File: src/rtl/if_stage_pkg.sv
// Shared types and defaults for the instruction-fetch stage.
// Optional feature macro: IF_STAGE_PERF_EN (fetch/stall performance counters).
package if_stage_pkg;

  typedef enum logic {
    FETCH = 1'b0,
    STALL = 1'b1
  } if_state_t;

  localparam int          WORD_WIDTH_DEFAULT = 32;
  localparam logic [31:0] RESET_PC_DEFAULT   = 32'h0;
  localparam int          PC_STEP_DEFAULT    = 4;

endpackage

File: src/rtl/if_stage_pc_reg.sv
// PC register: async active-low reset, branch load, sequential increment.
// Load wins over increment; arithmetic wraps modulo 2^WORD_WIDTH.
module if_stage_pc_reg
  import if_stage_pkg::*;
#(
  parameter int                    WORD_WIDTH = WORD_WIDTH_DEFAULT,
  parameter logic [WORD_WIDTH-1:0] RESET_PC   = WORD_WIDTH'(RESET_PC_DEFAULT),
  parameter int                    PC_STEP    = PC_STEP_DEFAULT
) (
  input  logic                  clk,
  input  logic                  rst,
  input  logic                  load,
  input  logic [WORD_WIDTH-1:0] load_addr,
  input  logic                  inc,
  output logic [WORD_WIDTH-1:0] value
);

  localparam logic [WORD_WIDTH-1:0] STEP = WORD_WIDTH'(PC_STEP);

  // Redirect target first, otherwise step past the word just consumed.
  always_ff @(posedge clk or negedge rst) begin
    if (!rst) begin
      value <= RESET_PC;
    end else if (load) begin
      value <= load_addr;
    end else if (inc) begin
      value <= value + STEP;
    end
  end

endmodule

File: src/rtl/if_stage.sv
// Instruction-fetch stage: owns the PC, runs a req/ack fetch handshake to
// instruction memory and hands {pc, instruction, valid} to decode.
// pc presented to decode is fetch address + PC_STEP.
// Optional feature macro: IF_STAGE_PERF_EN adds fetch_count / stall_count.
module if_stage
  import if_stage_pkg::*;
#(
  parameter int                    WORD_WIDTH = WORD_WIDTH_DEFAULT,
  parameter logic [WORD_WIDTH-1:0] RESET_PC   = WORD_WIDTH'(RESET_PC_DEFAULT),
  parameter int                    PC_STEP    = PC_STEP_DEFAULT
) (
  input  logic                  clk,
  input  logic                  rst,
  input  logic                  freeze,
  input  logic                  branch_taken,
  input  logic [WORD_WIDTH-1:0] branch_addr,
  output logic                  imem_req,
  output logic [WORD_WIDTH-1:0] imem_addr,
  input  logic                  imem_ack,
  input  logic [WORD_WIDTH-1:0] imem_rdata,
  output logic [WORD_WIDTH-1:0] pc,
  output logic [WORD_WIDTH-1:0] instruction,
  output logic                  instruction_valid
`ifdef IF_STAGE_PERF_EN
  ,
  output logic [31:0]           fetch_count,
  output logic [31:0]           stall_count
`endif
);

  localparam logic [WORD_WIDTH-1:0] STEP = WORD_WIDTH'(PC_STEP);

  if_state_t             state;
  logic                  kill;       // outstanding request belongs to a squashed path
  logic [WORD_WIDTH-1:0] kill_addr;  // address of that squashed request, kept on the bus
  logic [WORD_WIDTH-1:0] hold_reg;   // word parked while decode is frozen
  logic [WORD_WIDTH-1:0] pc_q;
  logic [WORD_WIDTH-1:0] pc_next;

  logic fetch_deliver;
  logic stall_deliver;
  logic deliver;
  logic req_open;

  // A request is open whenever we sit in FETCH; memory sees it until ack.
  assign req_open      = (state == FETCH);
  assign imem_req      = req_open;
  assign imem_addr     = kill ? kill_addr : pc_q;

  assign fetch_deliver = req_open && imem_ack && !kill && !freeze && !branch_taken;
  assign stall_deliver = (state == STALL) && !freeze && !branch_taken;
  assign deliver       = fetch_deliver || stall_deliver;
  assign pc_next       = pc_q + STEP;

  if_stage_pc_reg #(
    .WORD_WIDTH (WORD_WIDTH),
    .RESET_PC   (RESET_PC),
    .PC_STEP    (PC_STEP)
  ) u_pc_reg (
    .clk       (clk),
    .rst       (rst),
    .load      (branch_taken),
    .load_addr (branch_addr),
    .inc       (deliver),
    .value     (pc_q)
  );

  // Fetch FSM with kill tracking and registered decode outputs.
  // Priority: branch redirect, then memory ack, then freeze.
  always_ff @(posedge clk or negedge rst) begin
    if (!rst) begin
      state             <= FETCH;
      kill              <= 1'b0;
      kill_addr         <= RESET_PC;
      hold_reg          <= '0;
      pc                <= '0;
      instruction       <= '0;
      instruction_valid <= 1'b0;
    end else if (branch_taken) begin
      // Redirect: any word in flight or parked is discarded; freeze ignored.
      state             <= FETCH;
      instruction_valid <= 1'b0;
      hold_reg          <= '0;
      // Request still open with no ack: its ack must be swallowed later, and
      // the bus keeps the old address until then.
      kill <= req_open && !imem_ack;
      if (req_open && !imem_ack && !kill) kill_addr <= pc_q;
    end else begin
      case (state)
        FETCH: begin
          if (imem_ack) begin
            if (kill) begin
              kill              <= 1'b0;
              instruction_valid <= 1'b0;
            end else if (!freeze) begin
              instruction       <= imem_rdata;
              pc                <= pc_next;
              instruction_valid <= 1'b1;
            end else begin
              hold_reg <= imem_rdata;
              state    <= STALL;
            end
          end else if (!freeze) begin
            instruction_valid <= 1'b0;
          end
        end
        STALL: begin
          if (!freeze) begin
            instruction       <= hold_reg;
            pc                <= pc_next;
            instruction_valid <= 1'b1;
            state             <= FETCH;
          end
        end
        default: state <= FETCH;
      endcase
    end
  end

`ifdef IF_STAGE_PERF_EN
  // Performance counters: delivered instructions and frozen cycles, free-wrapping.
  always_ff @(posedge clk or negedge rst) begin
    if (!rst) begin
      fetch_count <= '0;
      stall_count <= '0;
    end else begin
      if (deliver) fetch_count <= fetch_count + 32'd1;
      if (freeze)  stall_count <= stall_count + 32'd1;
    end
  end
`endif

  // A squashed request can only exist while a request is open.
  a_kill_in_fetch : assert property (@(posedge clk) disable iff (!rst) kill |-> req_open);

endmodule
File: config.mk
export PLATFORM = sky130hd
export DESIGN_NAME = if_stage
export DESIGN_NICKNAME = d
export VERILOG_FILES = /design/src/rtl/if_stage_pkg.sv /design/src/rtl/if_stage_pc_reg.sv /design/src/rtl/if_stage.sv
export SDC_FILE = /design/constraint.sdc
export NUM_CORES = 1
export LEC_CHECK = 0
export CORE_ASPECT_RATIO = 1.25
export CORE_MARGIN = 5
export CORE_UTILIZATION = 55
export CTS_CLUSTER_SIZE = 20
export DETAILED_ROUTE_END_ITERATION = 7
export HOLD_SLACK_MARGIN = 0.15
export PLACE_DENSITY = 0.86
export SLEW_MARGIN = 30
export SYNTH_ARGS = -nofsm -noshare
export SYNTH_HDL_FRONTEND = slang
export SYNTH_SLANG_ARGS = --single-unit
File: constraint.sdc
create_clock -name clk -period 4.5 [get_ports clk]
set_input_delay 0.9 -clock clk [delete_from_list [all_inputs] [get_ports clk]]
set_output_delay 0.9 -clock clk [all_outputs]
set_load 0.03 [all_outputs]
; ---- Yosys cells after proc, flatten, opt, wreduce, memory -nomap -nowiden
; Index checks and enable logic that the tools add are counted.
[classes]
addsub = 1
n_eq_ne = 7
n_mux = 31
n_bitwise = 2
reduce_logical = 21
[op_table]
columns = cell, n
row1 = two-way mux 32 bit, 15
row2 = case mux 32 bit (2 select lines), 2
row3 = "adder 32 x 3 -> 32 bit, second input constant", 1
row4 = two-way mux 1 bit, 12
row5 = "inequality test 2 bit, second input constant", 6
row6 = logical AND 1 bit, 8
row7 = nonzero test 2 bit, 3
row8 = AND reduction 5 bit, 1
row9 = zero test 1 bit, 4
row10 = "inequality test 4 bit, second input constant", 1
row11 = case mux 1 bit (2 select lines), 2
row12 = AND reduction 2 bit, 2
row13 = AND reduction 4 bit, 1
row14 = AND reduction 3 bit, 1
row15 = inverter 1 bit, 2
row16 = logical OR 1 bit, 1
[word_totals]
register_bits = 163
out_inout_bits = 98
wordCells = 70

; ---- Logic depth before layout (Yosys ltp)
[logic_depth]
ltp_word = 8
ltp_mapped = 8
ltp_nobuf = 6

; ---- Hierarchy
; Synthesis repeated with hierarchy kept, for this count alone.
[hier_totals]
cells_unflattened = 802
hier_area_um2 = 7971.4
[modules_own_cells]
columns = module, instances, cells_each, area_each_um2, seq_area_each_um2
row1 = if_stage, 1, 602, 6150.9, 3278.1
row2 = if_stage_pc_reg, 1, 200, 1820.5, 800.8

; ---- Least setup slack after synthesis
; No wires, ideal clock.
[synth_timing]
path_kind = reg-to-output
from = reg kill
to = out imem_addr[13]
t_arrival_ns = 1.438
t_required_ns = 3.600
slack_ns = 2.162
path_stages_with_launch = 4
cell_sequence = dfrtp_1 -> buf_2 -> buf_1 -> o21ai_0
[synth_via]
elab_chain_len = 1
[synth_lines]
columns = item, line
row1 = from (decl), if_stage.sv:34  ; logic kill;
row2 = from (signal assigned), if_stage.sv:86  ; kill <= req_open && !imem_ack;
row3 = two-way mux 32 bit, if_stage.sv:48  ; assign imem_addr = kill ? kill_addr : pc_q;
row4 = to (decl), if_stage.sv:18  ; output logic [WORD_WIDTH-1:0] imem_addr,
; Every way passes these cells.

; ---- Worst setup path in the final report
[layout_timing]
from = reg kill
to = out imem_addr[21]
; The elaborated chain is that of the path after synthesis.

==> flow_summary_export.csv <==
group,metric,value,unit
place,place_area,9470,sq um
yosys,yosysWarnings,0,
worst_hold_path,holdCritStartpoint,"instruction[7]",
timing,finalCritPeriodShare,76.2,%
routing,ant_nets,0,
cts,ctsHoldBuffers,0,
routing,drt_pass1_iterations,5,
cts,h-tree-depth,4,
timing,tightest_slew,0.974,ns
yosys,syn_inst,745,
floorplanning,num_io_pins,167,
grt,grt_overflow_total,0,
layout,fin_nets,947,
status,outcome,"complete, no violations",
setup_path,timing.rr.start,"u_pc_reg.value[2]",
cts,post_cts_buffers,0,
cts,numCtsBuffers,17,
routing,routedWlPerCell,17.5,microns
cts,clock_latency,0.42,ns
layout,area.growth.synth_to_final,29.9,%
timing,clock_skew,0.00631,ns
timing,final.min_clock_period,3.43,ns
routing,first_iter_violations,534,
setup_path,reg2reg_slack,1.77,ns
timing,slew_headroom,34.6,%
cts,cts_root_buf,"clkbuf_16",
worst_hold_path,hold_class,"reg2reg",
routing,finalWirelength,18.7,mm
grt,grt_pass1_wl,30.5,mm
timing,tns,0,ns
setup_path,r2r_end,"pc[28]",
pwr,p_leak,4.26,nW
grt,grt_pass1_vias,5973,
worst_hold_path,hold-path-cell-count,2,
yosys,synth.top_cell.area_share,52.6,%
cts,cts_buffer_depth,2,
cts,ctsResizeCount,0,
routing,wl_met3,1.28,mm
yosys,synthFlopType,"dfrtp_1",
grt,grt_usage,23.3,%
floorplanning,start_util,56.1,%
layout,drive_gt1_share,13.9,%
floorplanning,rows,48,
floorplanning,fp.dieH,143,microns
layout,finalCoreUtilization,72.9,%
layout,stdcell_count,1065,
yosys,synth-edff-count,0,
pwr,swShare,33.2,%
yosys,avgSynthCellArea,10.4,sq um
setup_path,crit_arrival,2.53,ns
routing,routed-wl-met2,9.38,mm
routing,drc_errors,0,
pwr,power,4.76,mW
timing,hold_slack,0.479,ns
pwr,powerDensity,472,nW/um^2
timing,setup_violations,0,
setup_path,critPathMaxFanout,27,
cts,cts_tree,"built",
setup_path,ff2ff_path_depth,6,
pwr,p_seq_share,40.1,%
setup_path,crit_type,"reg2out",
timing,drv_slew,0,
timing,max_freq,292,MHz
place,dpl.cell_count,1033,
place,gp_congestion,0.855,
setup_path,start_kind,"flop",
layout,stdcell_area,10100,sq um
timing,rsz0062_at_grt,"false",
yosys,syn-cell-area,7750,sq um
floorplanning,die_area,16600,sq um
yosys,synth_seq_cells,163,
cts,clock_sinks,163,
pwr,clockPowerShare,31.3,%
pwr,intPower,3.18,mW
yosys,ys_seq_area_share,52.6,%
routing,vias,6064,
yosys,yosysTopAreaCell,"dfrtp_1",
setup_path,cp.required,3.60,ns
worst_hold_path,whs_endpoint,"instruction[7]",
floorplanning,dieWidth,116,microns
routing,met1_length,7.63,mm
timing,finalWorstSetupSlack,1.07,ns
cts,clkTransAtPathRegs,0.07,ns
job,cap_viol_max_count,0,
yosys,ys_types,39,
grt,antenna_found_initial,0,
floorplanning,fp.coreArea,13800,sq um
yosys,synth-async-reset-ratio,100,%
timing,final-hold-violation-count,0,
setup_path,end_kind,"output pin",
yosys,syn_nets,815,
place,dp.final_hpwl,12.3,mm
yosys,yosys-top-cells-area,"dfrtp_1 53%, mux2_2 9.9%, nand2_1 5.6%",
pwr,p_sw,1.58,mW
routing,viasPerCell,5.69,
layout,diodes,0,
routing,topRoutingLayerUsed,"met4",
pwr,ir_drop,0.374,mV
pwr,p_comb_share,28.6,%
grt,grt_max_degree,126,
place,preCtsSetupSlack,1.42,ns
place,port_buffers,166,
[cell usage after synthesis, types with 2 or more instances]
cell type and instances:
a22o_1 32, inv_1 4, nand2_1 116, xnor2_1 15, xor2_1 41, nor2_1 12, nand4_1 19, nor4_4 2
a31oi_1 2, nor4_1 4, buf_2 21, nor2b_1 32, buf_1 5, and3_1 7, o21ai_0 84, buf_4 2
a21oi_1 35, o21ai_1 7, clkbuf_1 34, nand4_4 2, nand3_1 19, dfrtp_1 163, mux2_2 68, nor3_1 3
and2_1 2
[worst max-delay path: stages, from the launching register on]
cell and delay, ns:
dfrtp_1 0.66, buf_4 0.44, mux2_2 0.38, clkdlybuf4s50_1 0.61
[cell usage in the layout (no fill, tap or decap), drive strengths merged]
master         instances
inv                   12
or3                    1
xor2                  41
mux2i                  1
clkinv                 5
nor4                   7
a221oi                 1
nor3                   4
nor2b                 32
a22o                  32
nand3                 19
xnor2                 15
and4                   1
mux2                  68
and2                   2
nor2                  12
clkbuf                18
a21o                   1
bufinv                 2
clkdlybuf4s50        164
a21oi                 36
ha                     1
dfrtp                163
and3                   7
o21ai                 92
nand2                116
o2bb2ai                1
nand2b                 1
a31oi                  2
nand4                 21
buf                   12
[layer usage]
layer,track usage [%],vias up
li1,-,2838
met4,8.92,0
met3,5.30,27
met1,30.7,2972
met2,37.8,227
met5,0,-
[cells by family after synthesis]
group / synth area share (%)
simple gates: 14.5
buf+inv: 3.82
flops: 52.6
compound gates: 12.6
mux: 10.0
xor+xnor: 6.33
fa+ha+maj: 0.161
[power groups by stage]
stage | clock network [mW] | registers [mW] | logic [mW]
floorplan | 0 | 2.14 | 0.550
global placement | 0 | 1.92 | 1.34
detailed placement | 0 | 1.93 | 1.37
CTS | 1.51 | 1.91 | 1.38
global route | 1.57 | 1.94 | 1.45
finish | 1.49 | 1.91 | 1.36
[cell type report]
type	instances	area (sq um)
Clock buffer	18	439
Clock inverter	14	166
Fill cell	948	3740
Inverter	5	18.8
Multi-Input combinational cell	514	3410
Sequential cell	163	4080
Tap cell	175	219
Timing Repair Buffer	176	1740
[worst max-delay path by stage]
stage	from	to	slack, ns
after floorplan	kill	imem_addr[13]	2.16
after global placement	imem_ack	pc[1]	1.39
after detailed placement	imem_ack	u_pc_reg.value[31]	1.42
after CTS	kill	imem_addr[21]	1.02
after global routing	kill	imem_addr[17]	0.96
final	kill	imem_addr[21]	1.07
Note: power is estimated with default switching activity, not from simulation.
